--- src/rtl/ehl_gpio_core.sv ---
// GPIO controller core: register bank with atomic ops, 2-FF input sync, per-pin glitch filter,
// edge/level interrupt flags. Define EHL_GPIO_BOTH_EDGES_EN to add the GBER both-edges register.
module ehl_gpio_core #(
  parameter int          WIDTH    = 32,
  parameter int          FLT_W    = 4,
  parameter logic [31:0] RST_GDOR = '0,
  parameter logic [31:0] RST_GOER = '0
) (
  input  logic             clk,
  input  logic             reset_n,
  input  logic             wr,
  input  logic             rd,
  input  logic [5:0]       addr,
  input  logic [WIDTH-1:0] wdata,
  output logic [WIDTH-1:0] rdata,
  output logic             rvalid,
  input  logic [WIDTH-1:0] gpio_in,
  output logic [WIDTH-1:0] gpio_out,
  output logic [WIDTH-1:0] gpio_oe,
  output logic             irq
);

  localparam logic [3:0] IDX_GDOR = 4'd0, IDX_GOER = 4'd1, IDX_GPER = 4'd3, IDX_GPTR = 4'd4,
                         IDX_GIER = 4'd5, IDX_GISR = 4'd6, IDX_GIFR = 4'd7, IDX_GDIR = 4'd8,
                         IDX_GFTR = 4'd9, IDX_GBER = 4'd11;

  // wr/rd are single-cycle strobes with no back-pressure: a write commits on the edge that
  // samples it; a read captures the pre-write register value and presents it with rvalid
  // for exactly one cycle after the rd edge.
  logic [3:0]       idx;
  logic [1:0]       op;
  logic [31:0]      wd32, rmux;
  logic [WIDTH-1:0] gdor, goer, gper, gptr, gier, gisr, gifr, gber_v;
  logic [FLT_W-1:0] gftr;
  logic [WIDTH-1:0] sync1, sync2, flt_q, filtered, prev, event_v, w1c;
  logic [FLT_W-1:0] cnt [WIDTH];
  logic             flt_on;

  assign idx      = addr[5:2];
  assign op       = addr[1:0];
  assign wd32     = 32'(wdata);
  assign gpio_out = gdor;
  assign gpio_oe  = goer;

  function automatic logic [31:0] apply_op(input logic [31:0] cur, input logic [31:0] wd,
                                           input logic [1:0] o);
    case (o)
      2'd0:    return wd;
      2'd1:    return cur | wd;
      2'd2:    return cur & ~wd;
      default: return cur ^ wd;
    endcase
  endfunction

`ifdef EHL_GPIO_BOTH_EDGES_EN
  logic [WIDTH-1:0] gber;
  assign gber_v = gber;
`else
  assign gber_v = '0;
`endif

  always_ff @(posedge clk or negedge reset_n) begin
    if (!reset_n) begin
      gdor <= RST_GDOR[WIDTH-1:0];
      goer <= RST_GOER[WIDTH-1:0];
      gper <= '0;
      gptr <= '0;
      gier <= '0;
      gisr <= '0;
      gftr <= '0;
`ifdef EHL_GPIO_BOTH_EDGES_EN
      gber <= '0;
`endif
    end else if (wr) begin
      case (idx)
        IDX_GDOR: gdor <= WIDTH'(apply_op(32'(gdor), wd32, op));
        IDX_GOER: goer <= WIDTH'(apply_op(32'(goer), wd32, op));
        IDX_GPER: gper <= WIDTH'(apply_op(32'(gper), wd32, op));
        IDX_GPTR: gptr <= WIDTH'(apply_op(32'(gptr), wd32, op));
        IDX_GIER: gier <= WIDTH'(apply_op(32'(gier), wd32, op));
        IDX_GISR: gisr <= WIDTH'(apply_op(32'(gisr), wd32, op));
        IDX_GFTR: gftr <= FLT_W'(apply_op(32'(gftr), wd32, op));
`ifdef EHL_GPIO_BOTH_EDGES_EN
        IDX_GBER: gber <= WIDTH'(apply_op(32'(gber), wd32, op));
`endif
        default: ;
      endcase
    end
  end

  // Filter is bypassed per pin when disabled or when the shared threshold is zero.
  always_comb begin
    flt_on = (gftr != '0);
    for (int i = 0; i < WIDTH; i++) begin
      filtered[i] = (gper[i] && flt_on) ? flt_q[i] : sync2[i];
    end
  end

  always_ff @(posedge clk or negedge reset_n) begin
    if (!reset_n) begin
      sync1 <= '0;
      sync2 <= '0;
      flt_q <= '0;
      prev  <= '0;
      for (int i = 0; i < WIDTH; i++) cnt[i] <= '0;
    end else begin
      sync1 <= gpio_in;
      sync2 <= sync1;
      prev  <= filtered;
      for (int i = 0; i < WIDTH; i++) begin
        if (gper[i] && flt_on) begin
          if (sync2[i] != flt_q[i]) begin
            if (({1'b0, cnt[i]} + 1'b1) >= {1'b0, gftr}) begin
              flt_q[i] <= ~flt_q[i];
              cnt[i]   <= '0;
            end else begin
              cnt[i] <= cnt[i] + 1'b1;
            end
          end else begin
            cnt[i] <= '0;
          end
        end else begin
          // Track the sync value so enabling the filter never causes a jump.
          flt_q[i] <= sync2[i];
          cnt[i]   <= '0;
        end
      end
    end
  end

  always_comb begin
    for (int i = 0; i < WIDTH; i++) begin
      if (gisr[i]) begin
        if (gber_v[i])    event_v[i] = filtered[i] ^ prev[i];
        else if (gptr[i]) event_v[i] = filtered[i] & ~prev[i];
        else              event_v[i] = ~filtered[i] & prev[i];
      end else begin
        event_v[i] = (filtered[i] == gptr[i]);
      end
    end
    w1c = (wr && idx == IDX_GIFR && op == 2'd2) ? wdata : '0;
  end

  // Hardware set is OR-ed after the W1C mask so a coincident event wins.
  always_ff @(posedge clk or negedge reset_n) begin
    if (!reset_n) begin
      gifr <= '0;
      irq  <= 1'b0;
    end else begin
      gifr <= (gifr & ~w1c) | event_v;
      irq  <= |(gifr & gier);
    end
  end

  always_comb begin
    rmux = '0;
    if (op == 2'd0) begin
      case (idx)
        IDX_GDOR: rmux = 32'(gdor);
        IDX_GOER: rmux = 32'(goer);
        IDX_GPER: rmux = 32'(gper);
        IDX_GPTR: rmux = 32'(gptr);
        IDX_GIER: rmux = 32'(gier);
        IDX_GISR: rmux = 32'(gisr);
        IDX_GIFR: rmux = 32'(gifr);
        IDX_GDIR: rmux = 32'(filtered);
        IDX_GFTR: rmux = 32'(gftr);
        IDX_GBER: rmux = 32'(gber_v);
        default:  rmux = '0;
      endcase
    end
  end

  always_ff @(posedge clk or negedge reset_n) begin
    if (!reset_n) begin
      rdata  <= '0;
      rvalid <= 1'b0;
    end else if (rd) begin
      rdata  <= rmux[WIDTH-1:0];
      rvalid <= 1'b1;
    end else begin
      rvalid <= 1'b0;
    end
  end

endmodule

--- config.mk ---
export PLATFORM = sky130hd
export DESIGN_NAME = ehl_gpio_core
export DESIGN_NICKNAME = d
export VERILOG_FILES = /design/src/rtl/ehl_gpio_core.sv
export SDC_FILE = /design/constraint.sdc
export NUM_CORES = 1
export LEC_CHECK = 0
export BUFFER_PORTS_ARGS = -buffer_cell sky130_fd_sc_hd__buf_2
export CORE_ASPECT_RATIO = 1.5
export CORE_UTILIZATION = 56
export DETAILED_ROUTE_END_ITERATION = 8
export PLACE_DENSITY = 0.81
export SETUP_SLACK_MARGIN = 0.4
export SYNTH_ARGS = -nofsm -noshare
export SYNTH_HDL_FRONTEND = slang
export SYNTH_SLANG_ARGS = --single-unit
--- constraint.sdc ---
create_clock -name clk -period 2.7 [get_ports clk]
set_input_delay 0.27 -clock clk [delete_from_list [all_inputs] [get_ports clk]]
set_output_delay 0.27 -clock clk [all_outputs]
set_load 0.02 [all_outputs]
==> flow_summary.yaml, run 1 <==
floorplan:
  die_w_um: 206
  dieArea_um2: 63400
  chipHeight_um: 308
  core_area_um2: 61400
  row_count: 111
  io-pin-count: 172
  start_util: 0.569
yosys:
  yosys_warnings: 0
  synth.yosys.seq_area_share: 0.371
  yosys.cell_types.count: 54
  synthFlopType: "dfrtp_1"
  synth_area_um2: 34900
  syn_inst: 3393
  ys_async_sr_fraction: 1.00
  synth_top_area_frac: 0.371
  synth_edf_count: 0
  synth_nets: 4019
  ys_seq_elements: 518
  synth_top_area_cell: "dfrtp_1"
  synth.avg_cell_area_um2: 10.3
  synth_area_leaders: "dfrtp_1, ha_1, a211oi_1, mux2_2, a21oi_1"
cts:
  clk_latency_ps: 630
  htree_levels: 2
  cts_buffer_depth: 3
  path_clk_slew_ps: 60
  postCtsSetupBuffers: 0
  cts_buffers: 52
  cts_sinks: 518
  cts_tree: "built"
  root_buffer: "clkbuf_16"
placement:
  post-dp-hpwl_um: 66800
  place_inst: 4258
  globalplace.congestion: 0.886
  port_buffers: 171
  dpl_worst_slack_ps: 214
grt:
  overflow: 0
  grt_first_pass_wirelength_um: 156000
  grtUsageTotal: 0.317
  antenna_found_initial: 3
  grt_max_degree: 127
  grt_pass1_vias: 28600
worst_setup_path:
  cp_data_arrival_time_ps: 2740
  worstSetupPathType: "flip-flop to flip-flop"
  critPathLaunchType: "flip-flop"
  cp_max_fo: 26
  end_kind: "flip-flop"
  cp_data_required_time_ps: 3190
routing:
  vias: 28000
  drc: 0
  dr.pass1.iters: 6
  viasPerCell: 6.33
  routedWlPerCell_um: 22.4
  routed_wl_um: 99100
  ant_nets: 0
  drt_iter0_markers: 2106
power_and_ir_drop:
  power_switching_mw: 10.7
  power_density_nw_per_um2: 736
  peakVddDrop_mv: 0.527
  power_mw: 29.1
  p_leak_nw: 19.0
  clkPwrFrac: 0.268
  pwr-share-comb: 0.342
  intPower_mw: 18.4
  swShare: 0.367
  p_seq_frac: 0.390
timing:
  rsz0062_at_grt: "yes"
  setup_viol_count_final: 0
  worstMarginPinSlew_ps: 778
  fin_ws_ps: 449
  fin_hold_ws_ps: 28.6
  hold_viol_final: 0
  relSlewSlack: 0.481
  fmax_mhz: 444
  fin_tns_setup_ps: 0
  period_minus_slack_ps: 2250
  drv_slew: 0
  period_share: 0.834
  finClkSkew_ps: 33.0
layout:
  final_common_cell: "ha_1"
  fin_nets: 4209
  area_growth_pct: 13.2
  mostFrequentLayoutCells: "ha_1, dfrtp_1, a211oi_1, inv_1, a21oi_1"
  multiInputGateArea_um2: 20200
  seq_area_um2: 13000
  instances_no_fill: 4420
  fill_cells: 4760
  drive_gt1_frac: 0.170
hold_path:
  worst_hold_path_type: "input pin to flip-flop"
job:
  drv_cap: 0
run_status:
  status: "finished clean"
==> sequential cells by signal, indices dropped and copies added, names as in the netlist <==
signal,count
prev,32
gisr,32
gier,32
cnt,128
gper,32
rvalid,1
gptr,32
gftr,4
gpio_out,32
flt_q,32
rdata,32
irq,1
sync1,32
gpio_oe,32
gifr,32
sync2,32
==> stage by stage <==
stage                      util  area, µm²
final                     0.644      39500
after detailed placement  0.603      37000
after CTS                 0.644      39500
after global routing      0.644      39500
after global placement    0.603      37000
after floorplan               -      34900
==> metal layers <==
layer	wire length, µm	vias to the layer above	track usage	part of all wire
met5	11	-	0	0.00011
met4	8380	2	0.243	0.085
met3	7310	396	0.0582	0.074
met2	46500	1130	0.512	0.47
met1	36900	13800	0.370	0.37
li1	-	12700	-	-
==> logic make-up (layout without fill, tap and decap cells) <==
kind of cell | count (synthesis) | count (layout) | synth area share
fa+ha+maj | 552 | 552 | 0.198
mux | 298 | 298 | 0.100
flops | 518 | 518 | 0.371
compound gates | 938 | 938 | 0.181
buf+inv | 470 | 703 | 0.0521
xor+xnor | 116 | 116 | 0.0291
simple gates | 501 | 501 | 0.0678
other cells | 0 | 3 | 0
==> worst max-delay path: stages, from the launching register on <==
cell and delay, ps:
dfrtp_4 500, or4_4 620, buf_12 200, nand2_1 90, mux2_2 380, a221o_1 320
==> power by group through the flow <==
stage | sequential (mW) | combinational [mW] | clock [mW]
3_5_place_dp | 11.4 | 9.63 | 0
3_3_place_gp | 11.3 | 9.06 | 0
5_1_grt | 11.5 | 11.2 | 8.14
2_1_floorplan | 11.1 | 6.80 | 0
6_report | 11.3 | 9.95 | 7.80
4_1_cts | 11.3 | 9.91 | 7.86
==> repair_timing <==
item | CTS | global route
cloned | 1 | 0
endpoints found under the hold margin | 104 | 0
gates resized for setup | 9 | 3
hold buffers | 61 | 0
endpoints found under the setup margin | 32 | 2
==> worst paths after layout <==
path                                           from             endpoint  slack, ps  cells past startpoint
worst max-delay path            gftr[0]$_DFFE_PN0P_    gifr[4]$_DFF_PN0_        450                      5
worst min-delay path                      wdata[25]   gifr[25]$_DFF_PN0_         30                      3
worst max register to register  gftr[0]$_DFFE_PN0P_    gifr[4]$_DFF_PN0_        450                      5
worst min register to register   sync1[6]$_DFF_PN0_   sync2[6]$_DFF_PN0_        340                      0
max in group asynchronous                   reset_n  sync2[21]$_DFF_PN0_       1580                      4
min in group asynchronous                   reset_n  gper[6]$_DFFE_PN0P_        200                      2
==> final cells by class <==
cell class	instances	share of cell area
well taps	791	0.0250
clock buffers	76	0.0398
clock inverters	21	0.00627
repair buffers	314	0.0616
diodes	3	0.000190
multi-input cells	2405	0.511
flip-flops and latches	518	0.328
inverters	292	0.0277
==> cells in the mapped netlist, types with 31 or more instances <==
master     number
a211oi_1      378
xor2_1         64
nor2b_1        67
mux2i_1        46
nand3_1        38
nand2_1       130
clkbuf_1      138
mux2_2        232
inv_1         292
nor2_1        170
ha_1          552
a31oi_1        33
nand2b_1       66
o21ai_0        73
a21oi_1       272
o2111ai_1      31
xnor2_1        52
dfrtp_1       518
(Power assumes the default switching activity.)
==> inputs of run 2 (changes only) <==
ABC_AREA = 1   (was default)
clock period = 2.2 ns   (was 2.7 ns; I/O delays follow)
==> flow_summary.yaml, run 2 <==
yosys:
  yosysMostFrequentCell: "nand2_1"
  syn_inst: 4518
  synth_top_family_by_area: "simple AND/OR/NAND/NOR gates"
  synth_commonest_cells: "nand2_1, ha_1, dfrtp_1, nor2_1, inv_1"
  synth_area_um2: 35700
  synth.avg_cell_area_um2: 7.91
  synth_edf_count: 0
  synth_area_leaders: "dfrtp_1, ha_1, nand2_1, o211ai_1, nand3_1"
  yosys.cell_types.count: 27
  ys_async_sr_fraction: 1.00
  synth.yosys.seq_area_share: 0.363
  synth_top_area_cell: "dfrtp_1"
  yosys_warnings: 0
  synth_compound_area_frac: 0.110
  synthXorXnorAreaFrac: 0.0235
  ys_seq_elements: 518
  synth_nets: 5144
  muxShareOfSynthArea: 0
  synth_top_area_frac: 0.363
  synth_fa_ha_area_frac: 0.193
  synthFlopType: "dfrtp_1"
  yosys.area_share.simple: 0.243
routing:
  dr.pass1.iters: 6
  routed_wl_um: 107000
  drc: 0
  drt_iter0_markers: 2842
  vias: 32500
  routedWlPerCell_um: 19.2
  viasPerCell: 5.86
  ant_nets: 0
floorplan:
  row_count: 113
  core_area_um2: 63200
  io-pin-count: 172
  start_util: 0.565
  dieArea_um2: 64800
  die_w_um: 208
  chipHeight_um: 311
worst_setup_path:
  cp_data_arrival_time_ps: 2340
  timing.rr.start: "gftr[1]$_DFFE_PN0P_"
  cp.buffers_inverters: 2
  reg2regPathDepth: 11
  cpMostUsedCell: "nand2_1"
  r2r_slack_ps: 400
  cpPeakStageDelay_ps: 430
  path_cells: "clkinvlp_4 > buf_12 > ha_1 > o21ai_0 > nand2_1 > nand2_1 > nand2_1 > nand2_1 > nand2_2 > nand2_1 > nand2_1"
  cp_max_fo: 18
  timing.rr.end: "flt_q[28]$_DFFE_PN0P_"
  worstSetupPathType: "flip-flop to flip-flop"
  critPathLaunchType: "flip-flop"
  critical-path-top-delay-family: "simple AND/OR/NAND/NOR gates"
  cp_data_required_time_ps: 2740
  cp_slowest_cell: "dfrtp_2"
  end_kind: "flip-flop"
layout:
  regMostFlops: "cnt"
  mostFrequentLayoutCells: "nand2_1, ha_1, dfrtp_1, nor2_1, inv_1"
  largest_reg_flops: 128
  fill_cells: 5405
  final_common_cell: "nand2_1"
  fin_nets: 5316
  area_growth_pct: 12.9
  drive_gt1_frac: 0.0985
  multiInputGateArea_um2: 20700
  seq_area_um2: 13000
grt:
  grtUsageTotal: 0.330
  grt_first_pass_wirelength_um: 170000
  grt_max_degree: 68
  overflow: 0
  grt_pass1_vias: 32100
  antenna_found_initial: 6
power_and_ir_drop:
  peakVddDrop_mv: 0.699
  power_mw: 33.7
  p_leak_nw: 20.6
  power_density_nw_per_um2: 837
hold_path:
  worst_hold_path_type: "input pin to flip-flop"
  whs_path_depth: 5
  hp-start: "wdata[24]"
  hold_end: "gptr[24]$_DFFE_PN0P_"
timing:
  relSlewSlack: 0.234
  worstMarginPinSlew_ps: 1150
  fin_ws_ps: 395
  fin_tns_setup_ps: 0
  hold_viol_final: 0
  fmax_mhz: 554
  period_minus_slack_ps: 1800
  drv_slew: 0
  finClkSkew_ps: 26.4
  setup_viol_count_final: 0
  period_share: 0.820
  rsz0062_at_grt: "yes"
cts:
  htree_levels: 2
  cts_tree: "built"
  cts_sinks: 518
  cts_buffers: 55
  clk_latency_ps: 650
  cts_buffer_depth: 3
  root_buffer: "clkbuf_16"
  path_clk_slew_ps: 60
placement:
  globalplace.congestion: 0.908
  post-dp-hpwl_um: 69700
  dpl_worst_slack_ps: 249
  port_buffers: 171
job:
  drv_cap: 0
run_status:
  status: "finished clean"
## run 2: changes by cell type after synthesis, sizes merged, moves of 67 or more
cell	change
a21oi	-189
nor2b	-67
o21ai	+156
o211ai	+290
clkbuf	-67
mux2	-234
nand2	+1079
nand3	+329
a211oi	-378
inv	+145
nor2	+310
## run 2: kinds of logic (layout without fill, tap and decap cells)
| group | after synthesis | after routing |
|---|---|---|
| and+or+nand+nor | 2131 | 2131 |
| other | 0 | 4 |
| AOI/OAI and AO/OA | 612 | 612 |
| buffers and inverters | 609 | 822 |
| xor gates and xnor gates | 96 | 96 |
| DFF | 518 | 518 |
| adders and majority gates | 552 | 552 |
## run 2: worst max-delay path by stage
stage	startpoint	to	slack, ps	cells past startpoint
floorplan	gftr[1]$_DFFE_PN0P_	flt_q[10]$_DFFE_PN0P_	340	10
global placement	wr	gper[7]$_DFFE_PN0P_	290	7
detailed placement	wr	gper[7]$_DFFE_PN0P_	250	7
CTS	gftr[0]$_DFFE_PN0P_	flt_q[3]$_DFFE_PN0P_	400	10
global route	gftr[1]$_DFFE_PN0P_	flt_q[28]$_DFFE_PN0P_	230	11
finish	gftr[1]$_DFFE_PN0P_	flt_q[28]$_DFFE_PN0P_	400	11
## run 2: power breakdown
group	internal (mW)	switching, mW	leakage, nW
Clock	5.44	4.08	0.884
Sequential	11.2	2.04	6.45
Combinational	3.89	7.08	13.3
Total	20.5	13.2	20.6
## run 2: routing by layer
layer	track usage	up-vias	wire, µm
li1	-	15200	-
met1	0.392	15500	39500
met2	0.549	1414	50600
met3	0.0679	390	10000
met4	0.194	6	6500
met5	0	-	40
## run 2: area by class of cell
type                    instances  area share
repair buffers                287      0.0558
clock inverters                16     0.00406
inverters                     437      0.0408
multi-input cells            3391       0.512
well taps                     805      0.0250
clock buffers                  82      0.0404
diodes                          4    0.000248
flip-flops and latches        518       0.322
## run 2: tightest hold or removal path, delay by kind of cell
kind	cells	cell delay [ps]
AND/OR/NAND/NOR	1	50
AO/OA/AOI/OAI	3	260
buffers and inverters	1	100
## run 2: timing repair
action / CTS / global route
hold endpoints to repair: 481 / 0
setup endpoints to repair: 147 / 150
pin swaps: 0 / 1
hold buffers: 34 / 0
buffers inserted: 0 / 0
gates resized for setup: 8 / 49
## run 2: through the flow
step | area [µm²] | cells | hold WS, ps | util
after floorplan | 35800 | 4518 | -75.6 | -
after global placement | 38000 | 5404 | 213 | 0.601
after detailed placement | 38000 | 5404 | 209 | 0.601
after CTS | 40200 | 5536 | 16.8 | 0.636
after global routing | 40300 | 5539 | 57.0 | 0.638
final | 40300 | 5540 | 29.8 | 0.638
